===== src/rtl/if_stage.sv =====
// Instruction-fetch stage: sequential PC, credit-limited fetch requests, a 2-entry
// response FIFO, and the IF/ID pipeline register that feeds decode.
module if_stage #(
  parameter logic [31:0] ResetPC = 32'h0000_0000
) (
  input  logic        clk,
  input  logic        rst,
  input  logic        stall_i,
  output logic        imem_req_o,
  output logic [31:0] imem_addr_o,
  input  logic        imem_ready_i,
  input  logic        imem_rvalid_i,
  input  logic [31:0] imem_rdata_i,
  output logic [31:0] id_pc_o,
  output logic [31:0] id_inst_o
);

  logic [31:0] pc_reg;

  logic [31:0] aq_addr [2];
  logic        aq_wr_ptr, aq_rd_ptr;
  logic [1:0]  inflight;

  logic [31:0] fq_pc   [2];
  logic [31:0] fq_inst [2];
  logic        fq_wr_ptr, fq_rd_ptr;
  logic [1:0]  count;

  logic [31:0] id_pc_reg, id_inst_reg;

  logic        pop, accept, resp;
  logic [2:0]  credits_used;

  // Requests in flight plus buffered words may never exceed the two FIFO slots,
  // counting the slot that decode frees this cycle.
  always_comb begin
    pop          = !stall_i && (count != 2'd0);
    credits_used = {1'b0, inflight} + {1'b0, count} - {2'b00, pop};
    imem_req_o   = !rst && (credits_used < 3'd2);
  end

  assign accept      = imem_req_o && imem_ready_i;
  assign resp        = imem_rvalid_i && (inflight != 2'd0);
  assign imem_addr_o = pc_reg;
  assign id_pc_o     = id_pc_reg;
  assign id_inst_o   = id_inst_reg;

  // Queue storage carries no reset; validity is tracked by the pointers and counters.
  always_ff @(posedge clk) begin
    if (accept) begin
      aq_addr[aq_wr_ptr] <= pc_reg;
    end
    if (resp) begin
      fq_pc[fq_wr_ptr]   <= aq_addr[aq_rd_ptr];
      fq_inst[fq_wr_ptr] <= imem_rdata_i;
    end
  end

  always_ff @(posedge clk or posedge rst) begin
    if (rst) begin
      pc_reg    <= ResetPC;
      aq_wr_ptr <= 1'b0;
      aq_rd_ptr <= 1'b0;
      inflight  <= 2'd0;
    end else begin
      if (accept) begin
        pc_reg    <= pc_reg + 32'd4;
        aq_wr_ptr <= ~aq_wr_ptr;
      end
      if (resp) begin
        aq_rd_ptr <= ~aq_rd_ptr;
      end
      case ({accept, resp})
        2'b10:   inflight <= inflight + 2'd1;
        2'b01:   inflight <= inflight - 2'd1;
        default: inflight <= inflight;
      endcase
    end
  end

  always_ff @(posedge clk or posedge rst) begin
    if (rst) begin
      fq_wr_ptr <= 1'b0;
      fq_rd_ptr <= 1'b0;
      count     <= 2'd0;
    end else begin
      if (resp) begin
        fq_wr_ptr <= ~fq_wr_ptr;
      end
      if (pop) begin
        fq_rd_ptr <= ~fq_rd_ptr;
      end
      case ({resp, pop})
        2'b10:   count <= count + 2'd1;
        2'b01:   count <= count - 2'd1;
        default: count <= count;
      endcase
    end
  end

  // An empty FIFO with decode not stalled yields a bubble (pc 0, NOP).
  always_ff @(posedge clk or posedge rst) begin
    if (rst) begin
      id_pc_reg   <= 32'd0;
      id_inst_reg <= 32'd0;
    end else if (!stall_i) begin
      if (pop) begin
        id_pc_reg   <= fq_pc[fq_rd_ptr];
        id_inst_reg <= fq_inst[fq_rd_ptr];
      end else begin
        id_pc_reg   <= 32'd0;
        id_inst_reg <= 32'd0;
      end
    end
  end

endmodule


===== config.mk =====
export PLATFORM = sky130hd
export DESIGN_NAME = if_stage
export DESIGN_NICKNAME = d
export VERILOG_FILES = /design/src/rtl/if_stage.sv
export SDC_FILE = /design/constraint.sdc
export NUM_CORES = 1
export LEC_CHECK = 0
export CORE_AREA = 2 2 177 179
export DETAILED_ROUTE_END_ITERATION = 8
export DIE_AREA = 0 0 179 181
export GPL_TIMING_DRIVEN = 0
export PLACE_DENSITY = 0.65
export SYNTH_ARGS = -nofsm -noshare
export SYNTH_HDL_FRONTEND = slang
export SYNTH_SLANG_ARGS = --single-unit

===== constraint.sdc =====
create_clock -name clk -period 3.97 [get_ports clk]
set_input_delay 0.794 -clock clk [delete_from_list [all_inputs] [get_ports clk]]
set_output_delay 0.794 -clock clk [all_outputs]
set_load 0.02 [all_outputs]

**After elaboration in Yosys (flattened, before gate mapping)**

Memories as Yosys holds them, arrays and structs flattened.
Cells that the tools add are included.

- Memory bits (read-only): 0
- Bits in writable memories: 192
- Bits of input ports: 37
- Flip-flop bits (word level): 104
- Latch bits: 0
- Output and inout port bits: 97
- Memories: 3

- Add/sub/neg operators: 7
- Equal/unequal tests: 4
- Multiply operators: 0
- Shift operators: 0
- $lt $le $gt $ge: 1
- Multiplexer cells: 8
- Divide/modulo/power cells: 0
- Bitwise operators: 4
- Reduce and logical (&&, ||, !) cells: 10

Memory list:

| memory | depth | bits a word | read ports | clocked after memory_dff | wr ports | line | source |
|---|---|---|---|---|---|---|---|
| aq_addr | 2 | 32 | 1 | 0 | 1 | 20 | `logic [31:0] aq_addr [2];` |
| fq_inst | 2 | 32 | 1 | 0 | 1 | 25 | `logic [31:0] fq_inst [2];` |
| fq_pc | 2 | 32 | 1 | 0 | 1 | 24 | `logic [31:0] fq_pc [2];` |

Operators by type and width:

| kind | number |
|---|---|
| $mux W32 | 2 |
| $add A32 B3 Y32 const B | 1 |
| $pmux W2 S2 | 2 |
| $reduce_bool A2 Y1 | 4 |
| $add A2 B1 Y2 const B | 2 |
| $eq A2 B1 Y1 const B | 2 |
| $eq A2 B2 Y1 const B | 2 |
| $logic_and A1 B1 Y1 | 4 |
| $mux W1 | 4 |
| $not A1 Y1 | 4 |
| $sub A2 B1 Y2 const B | 2 |
| $add A2 B2 Y3 | 1 |
| $lt A3 B2 Y1 const B | 1 |
| $sub A3 B1 Y3 | 1 |
| $logic_not A1 Y1 | 2 |

**Logic depth before layout (Yosys ltp)**

- Depth in word-level cells: 8
- Mapped depth: 15
- Depth with buffers taken out: 12

**Worst setup path before layout**

Ideal clock, no wire load.

- Kind: input to register
- Start: in rst
- End: mem aq_addr[0][10] (enable)
- Data required time: 3.553 ns
- Arrival time: 4.862 ns
- Slack: -1.309 ns
- Cell stages on the path: 5
- Library setup time: 0.417 ns
- Path through: inv_1 and3_1 buf_2 nand2_2 nor2_1

- Cells in the longest elaborated chain, start to end: 5

RTL lines:

| what | line | source |
|---|---|---|
| from (decl) | 7 | `input logic rst,` |
| $logic_not A1 Y1 (no line) | - |  |
| $logic_and A1 B1 Y1 | 39 | `imem_req_o = !rst && (credits_used < 3'd2);` |
| named net imem_req_o | 9 | `output logic imem_req_o,` |
| $logic_and A1 B1 Y1 | 42 | `assign accept = imem_req_o && imem_ready_i;` |
| $mux W1 | 50 | `if (accept) begin` |
| $mux W1 (implied by the code) | 51 | `aq_addr[aq_wr_ptr] <= pc_reg;` |
| to (decl) | 20 |  |

The timed path passes the listed nets, and every way through them passes these cells.

**Worst setup path after layout**

- Start: in stall_i
- End: out imem_req_o

- Cells in the longest elaborated chain, start to end: 5

RTL lines:

| what | line | source |
|---|---|---|
| from (decl) | 8 | `input logic stall_i,` |
| $logic_not A1 Y1 | - |  |
| $logic_and A1 B1 Y1 | 37 | `pop = !stall_i && (count != 2'd0);` |
| named net pop | 31 | `logic pop, accept, resp;` |
| $sub A3 B1 Y3 | 38 | `credits_used = {1'b0, inflight} + {1'b0, count} - {2'b00, pop};` |
| $lt A3 B2 Y1 | 39 |  |
| $logic_and A1 B1 Y1 | 39 |  |
| to (decl) | 9 |  |

The timed path passes the listed nets, and every way through them passes these cells.

==> results.yml <==
outcome:
  status: "completed"
synth:
  synth_edf_count: 184
  synth_top_family_by_area: "multiplexers"
  ys_top_cells_by_area: "edfxtp_1 52%, dfrtp_1 24%, mux2i_1 5.9%, mux2_2 3.3%, o21ai_0 2.9%"
  muxShareOfSynthArea: 0.0921
  synth_compound_area_frac: 0.0306
  async_flop_share: 0.352
  yosys_warnings: 0
  synth_top_area_share: 0.525
  synth_seq_cells: 284
  synth_fa_ha_area_frac: 0.00784
  ys_seq_area_frac: 0.762
  synthSimpleGateAreaFrac: 0.0551
  syn_inst: 644
  syn-cell-area_sq_um: 10500
  synth_top_cell_by_area: "edfxtp_1"
  yosysMostFrequentCell: "edfxtp_1"
  synthXorXnorAreaFrac: 0.0340
  synth_common_cells: "184 x edfxtp_1, 100 x dfrtp_1, 72 x nand2_1, 62 x mux2i_1, 62 x o21ai_0"
  yosys.cell_types.count: 36
  synth_ff_type: "edfxtp_1"
  avgSynthCellArea_sq_um: 16.4
worst_hold_path:
  holdCritPathClass: "reg2reg"
placement:
  io_buffers: 128
  gp_congestion: 0.702
  dp.cells: 1175
  dpl-instance-area_sq_um: 12400
  dp_hpwl_mm: 13.9
routing:
  wl_mm: 20.4
  via_per_inst: 4.55
  drc: 0
  drt_iter0_drc: 258
  wl_per_cell_um: 16.6
  ant_nets: 0
  vias: 5586
  dr.pass1.iters: 4
critical_path:
  cp_data_arrival_time_ns: 3.03
  cp_cell_sequence: "buf_4 -> o21bai_4 -> buf_4 -> inv_1 -> ha_1 -> nand2b_1 -> fa_1 -> xor2_2 -> and3_1 -> buf_2 -> clkdlybuf4s15_2"
  path_buf_inv: 5
  endpoint_kind: "primary output"
  critPathTopFamily: "buffers and inverters"
  start_kind: "primary input"
  r2r_slack_ns: 0.55
  worstSetupPathType: "in2out"
  path_common_cell: "buf_4"
  slowest_stage: "fa_1"
  slowest_delay_ns: 0.41
  crit_required_ns: 3.18
  cp_max_fo: 10
final_layout:
  antenna_cells: 0
  drive_gt1_frac: 0.139
  final_net_count: 854
  final_design_area_no_fill_sq_um: 13500
  final_cells: 1229
  area_delta_synth_final_pct: 28.0
  post-route-util: 0.444
clocking:
  cts_tree: "done"
  cts-root-buf: "clkbuf_16"
  cts_hold_buf: 0
  clk_pin_slew_ns: 0.06
  insertion_delay_ns: 0.53
  clock_sinks: 284
  clockBufferDepth: 3
  cts_made_buffers: 28
  h-tree-depth: 1
pwr:
  finalPower_mw: 10.3
  ir_drop_mv: 0.342
  p_leak_nw: 5.01
  power.density_nw_per_um2: 761
global_route:
  met1_usage: 0.157
  grt_remaining_overflow: 0
  antenna_found_initial: 0
  grt_max_degree: 63
  grt_busiest_layer: "met2"
  grt_pass1_vias: 5866
  track_usage: 0.128
  met2_usage: 0.223
  grt_pass1_wl_mm: 32.5
  met3_usage: 0.0269
floorplan:
  die_x_um: 179
  rows: 64
  coreArea_sq_um: 30300
  dieArea_sq_um: 32400
  die-height_um: 181
  io_pins: 134
  initial_core_util: 0.347
sta:
  fmaxAchievable_mhz: 262
  hold_viol: 0
  finalSetupViolCount: 0
  period_share: 0.962
  relSlewSlack: 0.392
  period_needed_ns: 3.82
  hold_slack_ns: 0.482
  worst_slew_pin_slew_ns: 0.912
  finalMaxSlewViolations: 0
  fin_worst_skew_ns: 0.00960
job:
  drv_cap: 0
final cells by class:
| type | instances | area (sq um) |
|---|---|---|
| flip-flops and latches | 284 | 8030 |
| multi-input cells | 325 | 2360 |
| plain buffers | 31 | 168 |
| clock buffers | 32 | 737 |
| well taps | 396 | 495 |
| repair buffers | 134 | 1380 |
| fillers | 2652 | 16900 |
| inverters | 7 | 30.0 |
| clock inverters | 20 | 284 |
worst min-delay path: cells and delay by family, from the launching register on:
kind / cells / cell delay, ns
flops: 1 / 0.34
compound gates: 1 / 0.06
simple gates: 1 / 0.05
logic make-up (layout without fill, tap and decap cells):
| family | Yosys count | after routing |
|---|---|---|
| XOR/XNOR | 40 | 40 |
| flip-flops | 284 | 284 |
| other | 1 | 4 |
| AO/OA/AOI/OAI | 64 | 64 |
| multiplexers | 93 | 93 |
| AND/OR/NAND/NOR | 118 | 118 |
| buffers and inverters | 38 | 224 |
| adder cells (fa/ha/maj) | 6 | 6 |
routing by layer:
layer	vias to the layer above	routed length [um]	part of all wire
li1	2674	-	-
met5	-	0	0
met3	35	974	0.048
met1	2766	8430	0.41
met4	0	561	0.028
met2	111	10400	0.51
sequential cells by signal, summed over array words and instances, names as in the netlist:
name	count
fq_pc	60
inflight	2
fq_inst	64
imem_addr_o	30
aq_rd_ptr	1
fq_rd_ptr	1
aq_addr	60
id_inst_o	32
id_pc_o	30
fq_wr_ptr	1
count	2
aq_wr_ptr	1
placed cells by master (no fill, tap or decap), drive strengths merged, types with 7 or more instances in the layout:
| cell type | n |
|---|---|
| buf | 26 |
| bufinv | 7 |
| clkbuf | 43 |
| clkdlybuf4s50 | 127 |
| clkinv | 10 |
| dfrtp | 100 |
| edfxtp | 184 |
| inv | 8 |
| mux2 | 31 |
| mux2i | 62 |
| nand2 | 73 |
| nand3 | 11 |
| nand4 | 7 |
| nor2 | 9 |
| o21ai | 63 |
| xnor2 | 34 |
report_power, final:
| group | total (mW) | internal, mW | switching [mW] |
|---|---|---|---|
| registers | 4.49 | 4.13 | 0.363 |
| clock network | 2.88 | 1.79 | 1.09 |
| logic | 2.88 | 1.29 | 1.59 |
| total | 10.3 | 7.21 | 3.05 |
path summary, 6_finish.rpt:
kind                          startpoint        endpoint  cells after the start
max reg2reg                     count[0]  aq_addr[0][20]                     11
min                        id_inst_o[31]   id_inst_o[31]                      2
min in group asynchronous            rst  imem_addr_o[2]                      2
min reg2reg                id_inst_o[31]   id_inst_o[31]                      2
max                              stall_i      imem_req_o                     11
max in group asynchronous            rst   id_inst_o[18]                      4
timing repair:
| item | 4_1_cts | 5_1_grt |
|---|---|---|
| gates resized for setup | 7 | 4 |
| pin swaps | 2 | 0 |
| buffers inserted | 2 | 0 |
| setup endpoints to repair | 86 | 1 |
through the flow:
step,worst slack (ns),TNS [ns]
after floorplan,0.0214,0
after global placement,-1.44,-155.74
after detailed placement,-1.30,-83.17
after CTS,0.0353,0
after global routing,-0.00443,-0.00443
final,0.150,0
No activity file was read; power rests on OpenSTA's default activity.
